File: src/rtl/adc_serial_capture_if.sv
// Result stream of the serial ADC capture engine: one packed word holding
// every channel's sample, qualified by a valid/ready handshake.
interface adc_serial_capture_if #(
   parameter int DATA_W = 12,
   parameter int NCH    = 2
);
   logic [NCH*DATA_W-1:0] out_data;
   logic                  out_valid;
   logic                  out_ready;

   // Capture engine side: produces samples.
   modport master (
      output out_data,
      output out_valid,
      input  out_ready
   );

   // Acquisition side: consumes samples.
   modport slave (
      input  out_data,
      input  out_valid,
      output out_ready
   );
endinterface

File: src/rtl/adc_serial_capture.sv
// Serial ADC capture engine for AD7091R-class converters. One shared
// CONVST_N/CS_N/SCLK set drives NCH converters in lock-step; each converter
// returns its sample MSB-first on its own SDO line. Frames are started by a
// single-shot request or by an internal period counter, and the combined
// result is presented on a valid/ready port with overrun reporting.
module adc_serial_capture #(
   parameter int DATA_W    = 12,
   parameter int NCH       = 2,
   parameter int CONV_LO   = 1,
   parameter int CONV_WAIT = 8,
   parameter int SCLK_HALF = 1,
   parameter int PERIOD    = 64
) (
   input  logic                  clk,
   input  logic                  rst_n,
   input  logic                  en,
   input  logic                  start,
   input  logic                  auto_en,
   output logic                  convst_n_o,
   output logic                  cs_n_o,
   output logic                  sclk_o,
   input  logic [NCH-1:0]        sdo_i,
   adc_serial_capture_if.master  res,
   output logic                  overrun,
   output logic                  busy
);

   // Phase timer covers the longest of the three programmable intervals.
   localparam int TMAX0  = (CONV_LO > CONV_WAIT) ? CONV_LO : CONV_WAIT;
   localparam int TMAX   = (TMAX0 > SCLK_HALF) ? TMAX0 : SCLK_HALF;
   localparam int TCNT_W = (TMAX > 1) ? $clog2(TMAX + 1) : 1;
   localparam int BIT_W  = $clog2(DATA_W + 1);
   localparam int PCNT_W = $clog2(PERIOD);

   localparam logic [TCNT_W-1:0] T_CONV   = TCNT_W'(CONV_LO - 1);
   localparam logic [TCNT_W-1:0] T_WAIT   = TCNT_W'(CONV_WAIT - 1);
   localparam logic [TCNT_W-1:0] T_HALF   = TCNT_W'(SCLK_HALF - 1);
   localparam logic [TCNT_W-1:0] T_ONE    = TCNT_W'(1);
   localparam logic [BIT_W-1:0]  BIT_LAST = BIT_W'(DATA_W);
   localparam logic [BIT_W-1:0]  BIT_ONE  = BIT_W'(1);
   localparam logic [PCNT_W-1:0] P_RELOAD = PCNT_W'(PERIOD - 1);
   localparam logic [PCNT_W-1:0] P_ONE    = PCNT_W'(1);

   typedef enum logic [2:0] {
      S_IDLE,
      S_CONV,
      S_WAIT,
      S_SETUP,
      S_SHIFT,
      S_DONE
   } state_t;

   state_t              state;
   logic [TCNT_W-1:0]   tcnt;
   logic [BIT_W-1:0]    bit_cnt;
   logic [PCNT_W-1:0]   pcnt;
   logic [DATA_W-1:0]   shreg [NCH];
   logic [NCH*DATA_W-1:0] shreg_flat;
   logic                tick_end;
   logic                trig;
   logic                shift_en;

   assign tick_end = (tcnt == '0);
   assign trig     = start || (auto_en && (pcnt == '0));
   assign busy     = (state != S_IDLE);

   // A bit is taken on exactly the enabled edge that drives SCLK high: the
   // SETUP exit, or the end of a low half-period that still has bits to go.
   assign shift_en = en && tick_end &&
                     ((state == S_SETUP) ||
                      ((state == S_SHIFT) && !sclk_o && (bit_cnt != BIT_LAST)));

   // Per-channel shift registers; the frame always overwrites every bit, so
   // they need no reset.
   always_ff @(posedge clk) begin
      if (shift_en) begin
         for (int k = 0; k < NCH; k++) begin
            shreg[k] <= {shreg[k][DATA_W-2:0], sdo_i[k]};
         end
      end
   end

   // Pack the channel registers into the output word layout.
   always_comb begin
      shreg_flat = '0;
      for (int k = 0; k < NCH; k++) begin
         shreg_flat[k*DATA_W +: DATA_W] = shreg[k];
      end
   end

   // Frame sequencer, period counter, pin drivers and result handshake.
   always_ff @(posedge clk or negedge rst_n) begin
      if (!rst_n) begin
         state         <= S_IDLE;
         tcnt          <= '0;
         bit_cnt       <= '0;
         pcnt          <= '0;
         convst_n_o    <= 1'b1;
         cs_n_o        <= 1'b1;
         sclk_o        <= 1'b0;
         res.out_data  <= '0;
         res.out_valid <= 1'b0;
         overrun       <= 1'b0;
      end else begin
         overrun <= 1'b0;
         // The consumer side runs regardless of the clock enable.
         if (res.out_valid && res.out_ready) begin
            res.out_valid <= 1'b0;
         end
         if (en) begin
            if (pcnt != '0) begin
               pcnt <= pcnt - P_ONE;
            end
            case (state)
               S_IDLE: begin
                  if (trig) begin
                     state      <= S_CONV;
                     convst_n_o <= 1'b0;
                     tcnt       <= T_CONV;
                     pcnt       <= P_RELOAD;
                  end
               end
               S_CONV: begin
                  if (tick_end) begin
                     state      <= S_WAIT;
                     convst_n_o <= 1'b1;
                     tcnt       <= T_WAIT;
                  end else begin
                     tcnt <= tcnt - T_ONE;
                  end
               end
               S_WAIT: begin
                  if (tick_end) begin
                     state  <= S_SETUP;
                     cs_n_o <= 1'b0;
                     tcnt   <= T_HALF;
                  end else begin
                     tcnt <= tcnt - T_ONE;
                  end
               end
               S_SETUP: begin
                  if (tick_end) begin
                     state   <= S_SHIFT;
                     sclk_o  <= 1'b1;
                     tcnt    <= T_HALF;
                     bit_cnt <= BIT_ONE;
                  end else begin
                     tcnt <= tcnt - T_ONE;
                  end
               end
               S_SHIFT: begin
                  if (!tick_end) begin
                     tcnt <= tcnt - T_ONE;
                  end else if (sclk_o) begin
                     sclk_o <= 1'b0;
                     tcnt   <= T_HALF;
                  end else if (bit_cnt == BIT_LAST) begin
                     state  <= S_DONE;
                     cs_n_o <= 1'b1;
                  end else begin
                     sclk_o  <= 1'b1;
                     tcnt    <= T_HALF;
                     bit_cnt <= bit_cnt + BIT_ONE;
                  end
               end
               S_DONE: begin
                  // A result still pending and not taken this cycle is lost.
                  state         <= S_IDLE;
                  res.out_data  <= shreg_flat;
                  res.out_valid <= 1'b1;
                  overrun       <= res.out_valid && !res.out_ready;
               end
               default: begin
                  state <= S_IDLE;
               end
            endcase
         end
      end
   end

endmodule

File: src/flat_wrapper.sv
// flat-port wrapper written by rule: the top's interface ports become plain ports
module adc_serial_capture_flat 
#(
   parameter int DATA_W    = 12,
   parameter int NCH       = 2,
   parameter int CONV_LO   = 1,
   parameter int CONV_WAIT = 8,
   parameter int SCLK_HALF = 1,
   parameter int PERIOD    = 64
)
  (clk, rst_n, en, start, auto_en, convst_n_o, cs_n_o, sclk_o, sdo_i, overrun, busy, res_out_data, res_out_valid, res_out_ready);
  adc_serial_capture_if #(.DATA_W(DATA_W), .NCH(NCH)) res_i ();
  input  logic clk;
  input  logic rst_n;
  input  logic en;
  input  logic start;
  input  logic auto_en;
  output logic convst_n_o;
  output logic cs_n_o;
  output logic sclk_o;
  input  logic [NCH-1:0] sdo_i;
  output logic overrun;
  output logic busy;
  output wire logic [$bits(res_i.out_data)-1:0] res_out_data;
  output wire logic [$bits(res_i.out_valid)-1:0] res_out_valid;
  input wire logic [$bits(res_i.out_ready)-1:0] res_out_ready;
  assign res_out_data = res_i.out_data;
  assign res_out_valid = res_i.out_valid;
  assign res_i.out_ready = res_out_ready;
  adc_serial_capture #(.DATA_W(DATA_W), .NCH(NCH), .CONV_LO(CONV_LO), .CONV_WAIT(CONV_WAIT), .SCLK_HALF(SCLK_HALF), .PERIOD(PERIOD)) u_core (.clk(clk), .rst_n(rst_n), .en(en), .start(start), .auto_en(auto_en), .convst_n_o(convst_n_o), .cs_n_o(cs_n_o), .sclk_o(sclk_o), .sdo_i(sdo_i), .res(res_i), .overrun(overrun), .busy(busy));
endmodule
File: config.mk
export PLATFORM = sky130hd
export DESIGN_NAME = adc_serial_capture_flat
export DESIGN_NICKNAME = d
export VERILOG_FILES = /design/src/rtl/adc_serial_capture_if.sv /design/src/rtl/adc_serial_capture.sv /design/src/flat_wrapper.sv
export SDC_FILE = /design/constraint.sdc
export NUM_CORES = 1
export LEC_CHECK = 0
export CORE_ASPECT_RATIO = 1.25
export CORE_MARGIN = 8
export CORE_UTILIZATION = 42
export DETAILED_ROUTE_END_ITERATION = 10
export GPL_ROUTABILITY_DRIVEN = 0
export MAX_ROUTING_LAYER = met4
export SETUP_SLACK_MARGIN = 0.1
export SYNTH_ARGS = -nofsm -noshare
export SYNTH_HDL_FRONTEND = slang
export SYNTH_SLANG_ARGS = --single-unit
File: constraint.sdc
create_clock -name clk -period 5.2 [get_ports clk]
set_clock_uncertainty 0.1 [all_clocks]
set_input_delay 0.78 -clock clk [delete_from_list [all_inputs] [get_ports clk]]
set_output_delay 0.78 -clock clk [all_outputs]
set_load 0.05 [all_outputs]
== Word-level counts from Yosys, hierarchy flattened ==
Memories as Yosys holds them, arrays and structs flattened.
Cells that the tools add are included.

* Memories: 1
* Memory bits (writable): 24
* Output and inout bits: 30
* Input port bits: 8
* Word-level logic and storage cells: 100
* Flip-flop bits (word level): 46

* Add/sub/neg operators: 3
* Reduce and logical (&&, ||, !) cells: 28
* Muxes and demuxes: 42
* Equality and inequality tests: 16

{| class="wikitable"
|+ Memory list
! name !! words !! bits a word !! rd ports !! clocked after memory_dff !! wr ports !! RTL line !! text
|-
| u_core.shreg || 2 || 12 || 2 || 0 || 2 || adc_serial_capture.sv:57 || <nowiki>logic [DATA_W-1:0] shreg [NCH];</nowiki>
|}

{| class="wikitable"
|+ Operators with widths
! operator !! count
|-
| 4-bit 2-to-1 mux || 10
|-
| 3-bit 2-to-1 mux || 7
|-
| 6-bit 2-to-1 mux || 3
|-
| 1-bit 2-to-1 mux || 16
|-
| 4-bit case mux with 4 select lines || 1
|-
| 3-bit case mux with 5 select lines || 1
|-
| 4-bit AND reduction || 3
|-
| 6-bit AND reduction || 2
|-
| 2-bit by 1-bit inequality test with 1-bit output (second input constant) || 5
|-
| 4-bit case mux with 2 select lines || 1
|-
| 8-bit AND reduction || 1
|-
| 1-bit logical AND || 7
|-
| 3-bit by 2-bit == test with 1-bit output (second input constant) || 2
|-
| 3-bit == test (second input constant) || 2
|-
| 6-bit zero test || 1
|-
| 2-bit inequality test (second input constant) || 3
|-
| 1-bit case mux with 2 select lines || 3
|-
| 2-bit nonzero test || 3
|-
| 6-bit nonzero test || 1
|-
| 6-bit by 1-bit subtractor with 6-bit output (second input constant) || 1
|-
| 4-bit by 1-bit adder with 4-bit output (second input constant) || 1
|-
| 4-bit == test (second input constant) || 1
|-
| 4-bit zero test || 1
|-
| 4-bit by 3-bit inequality test with 1-bit output (second input constant) || 1
|-
| 10 further kinds || 12
|}

== Longest topological paths before layout ==
* Depth in word-level cells: 7
* Depth in mapped cells: 7
* Mapped depth without buffers: 7

== Least setup slack after synthesis ==
No wires, ideal clock.

* Path kind: input to register
* From: input port en
* To: memory u_core.shreg[0][0], enable pin
* Buffers on the path: 1
* Cell stages on the path: 4
* Arrival time: 1736 ps
* Path slack: 2985 ps
* Required time: 4721 ps
* Setup time: 379 ps
* Path through: buf_2 -> nand2_1 -> a21o_1 -> inv_1

{| class="wikitable"
|+ RTL lines
! item !! RTL line !! text
|-
| start, declared || flat_wrapper.sv:15 || <nowiki>input logic en;</nowiki>
|-
| end, declared || adc_serial_capture.sv:57 ||
|}

== Worst setup path after layout ==
* From: register u_core.state[1]
* To: output port busy

* Longest elaborated chain between the ends: 1

{| class="wikitable"
|+ RTL lines
! item !! RTL line !! text
|-
| start, declared || adc_serial_capture.sv:53 || <nowiki>state_t state;</nowiki>
|-
| start signal, assigned || adc_serial_capture.sv:94 || <nowiki>state <= S_IDLE;</nowiki>
|-
| start signal, assigned || adc_serial_capture.sv:117 || <nowiki>state <= S_CONV;</nowiki>
|-
| start signal, assigned || adc_serial_capture.sv:125 || <nowiki>state <= S_WAIT;</nowiki>
|-
| 3-bit nonzero test || adc_serial_capture.sv:65 || <nowiki>assign busy = (state != S_IDLE);</nowiki>
|-
| end, declared || flat_wrapper.sv:23 || <nowiki>output logic busy;</nowiki>
|}

Every way passes these cells.

==> impl_metrics.yaml <==
detailed_routing:
  routed_via_density: 5.267
  firstDrtPassIters: 4
  wl_um: 5279
  ant_nets: 0
  wire_per_inst_um: 15.17
  drc_errors: 0
  drt_iter0_drc: 83
  via_count: 1833
final_layout:
  instances_no_fill: 348
  diodes: 0
  fin_util: 0.5317
  layout_common_cells: "dfrtp_1, clkdlybuf4s50_1, mux2_2, edfxtp_1, nand2_1"
  syn_to_final_growth_pct: 22.53
  fin_nets: 268
  num-fill-cells: 570
  drive_gt1_frac: 0.1916
  layout_commonest_cell: "dfrtp_1"
clock_tree:
  cts_setup_buffers: 0
  cts_resized: 0
  clockBufferDepth: 2
  hold_buffers: 0
  clockRootBuffer: "clkbuf_8"
  clk_pin_slew_ns: 0.08
  clk_latency_ns: 0.33
  cts_sinks: 70
  cts_tree: "done"
  cts_inserted_buffers: 9
  h-tree-depth: 3
die:
  die_h_um: 108.1
  die_w_um: 89.67
  core-area_um2: 6565
  io_pins: 38
  die_area_um2: 9691
  initial_core_util: 0.4340
  row_count: 33
sta:
  setup_tns_ns: 0
  fin_crit_ns: 2.918
  relSlewSlack: 0.3051
  worst_pin_slew_ns: 1.042
  period_share: 0.5611
  whs_ns: 0.3491
  finalMaxSlewViolations: 0
  fmax_ghz: 0.3427
  setup_viol: 0
  final-hold-violation-count: 0
  rsz0062_at_grt: "no"
synthesis:
  synth_area_um2: 2849
  ys_warn_count: 0
  synth-seq-cells: 70
  synthCells: 213
  syn-num-nets: 225
  synth_cell_type_count: 42
  avgSynthCellArea_um2: 13.38
  seq_area_frac_synth: 0.6579
status:
  run_status: "finished, final reports clean"
critical_path:
  endpoint_kind: "output port"
  arrival_ns: 2.04
  worstReg2RegStart: "u_core.state[2]"
  r2r-end: "u_core.shreg[0][17]"
  cp.required_ns: 4.32
  reg2reg_depth: 4
  path_class: "flop to output port"
  cp_max_fo: 15
  reg2reg_slack_ns: 2.56
  cp-start-kind: "flop"
global_routing:
  grt_max_degree: 47
  grt_pass1_vias: 1821
  grt_pass1_wl_um: 8901
  track_usage: 0.1231
  antenna_found_initial: 0
  grt-ovfl-total: 0
placement:
  port_buffers: 37
  dp_hpwl_um: 3519
  dp.cells: 332
pwr:
  vdd_ir_drop_max_mv: 0.2501
  power.density_nw_per_um2: 642.4
  power_mw: 2.243
  p_leak_nw: 1.381
hold_path:
  min_to: "u_core.shreg[0][19]"
  min_from: "u_core.shreg[0][18]"
  hp-class: "flop to flop"
  whs_path_depth: 0
flow_run:
  drv_cap: 0
[final cells by class]
class / instances / area, um2 / share of cell area
clock buffers: 10 / 137.6 / 0.03943
clock inverters: 6 / 46.29 / 0.01326
inverters: 10 / 37.54 / 0.01075
multi-input cells: 127 / 913.4 / 0.2616
flip-flops and latches: 70 / 1874 / 0.5369
well taps: 87 / 108.9 / 0.03118
repair buffers: 38 / 372.9 / 0.1068
[power by group]
part | switching (mW) | total (mW) | internal [mW] | leakage (nW)
Sequential | 0.135 | 0.874 | 0.739 | 0.778
Clock | 0.213 | 0.402 | 0.188 | 0.0889
Combinational | 0.606 | 0.966 | 0.361 | 0.514
Total | 0.954 | 2.24 | 1.29 | 1.38
[synth_stat cells (all sizes together)]
master	n	area [um2]
nor2b	1	6.260
nand2b	2	12.51
a31oi	1	6.260
a41oi	1	8.760
o31a	1	8.760
or2	2	12.51
nor2	9	33.78
nor4	1	21.27
ha	4	50.05
o31ai	2	15.01
a2111oi	1	8.760
a221oi	1	8.760
a22o	1	8.760
mux2	24	270.3
inv	10	37.54
nor3	4	20.02
mux2i	2	20.02
buf	1	5.000
o311ai	2	25.03
o21ai	16	80.08
edfxtp	24	720.7
dfstp	2	52.55
or3	1	7.510
dfrtp	44	1101
clkbuf	5	18.77
a21o	2	15.01
nand3	9	45.04
o22ai	2	12.51
o211ai	3	22.52
o41ai	2	17.52
and3	2	12.51
nand3b	1	7.510
a21boi	3	22.52
a21oi	3	15.01
and2	1	6.260
xnor2	1	8.760
nand2	17	63.81
or4	3	26.27
nor3b	1	7.510
nand4	1	6.260
[per-stage QoR]
step	setup WS (ns)	cell area, um2
after floorplan	2.985	2849
after global placement	2.191	3307
after detailed placement	2.114	3307
after CTS	2.279	3491
after global routing	2.156	3491
final	2.282	3491
[flip-flops by register name, summed over array words and instances, names as in the netlist]
name / count
u_core.bit_cnt: 4
u_core.pcnt: 6
u_core.res.out_data: 24
u_core.convst_n_o: 1
u_core.sclk_o: 1
u_core.cs_n_o: 1
u_core.shreg: 24
u_core.tcnt: 4
u_core.state: 3
u_core.overrun: 1
u_core.res.out_valid: 1
[logic make-up (layout without fill, tap and decap cells)]
family,Yosys count,count (layout),share of synthesized area
AO/OA/AOI/OAI,41,41,0.09662
XOR/XNOR,1,1,0.003075
adder cells (fa/ha/maj),4,4,0.01757
buffers and inverters,16,64,0.02152
flip-flops,70,70,0.6579
multiplexers,26,26,0.1019
AND/OR/NAND/NOR,55,55,0.1015
[metal layers]
layer  GRT usage  routed length [um]
met2      0.1770                2513
met4     0.06675                  97
met3     0.02883                 249
met1      0.1559                2418
met5           -                   0
[worst max path at each step]
stage,start,end,slack [ns],cells past startpoint
3_3_place_gp,en,u_core.shreg[0][23],2.19,4
6_report,u_core.state[1],busy,2.28,3
3_5_place_dp,en,u_core.shreg[0][21],2.11,4
2_1_floorplan,en,u_core.shreg[0][0],2.99,4
4_1_cts,u_core.state[1],busy,2.28,3
5_1_grt,u_core.state[1],busy,2.16,3
[worst max-delay path: stages, from the launching register on]
cell and delay, ns:
dfrtp_1 0.54, nor3_1 0.39, inv_1 0.07, clkdlybuf4s50_1 0.70
(Power assumes the default switching activity.)
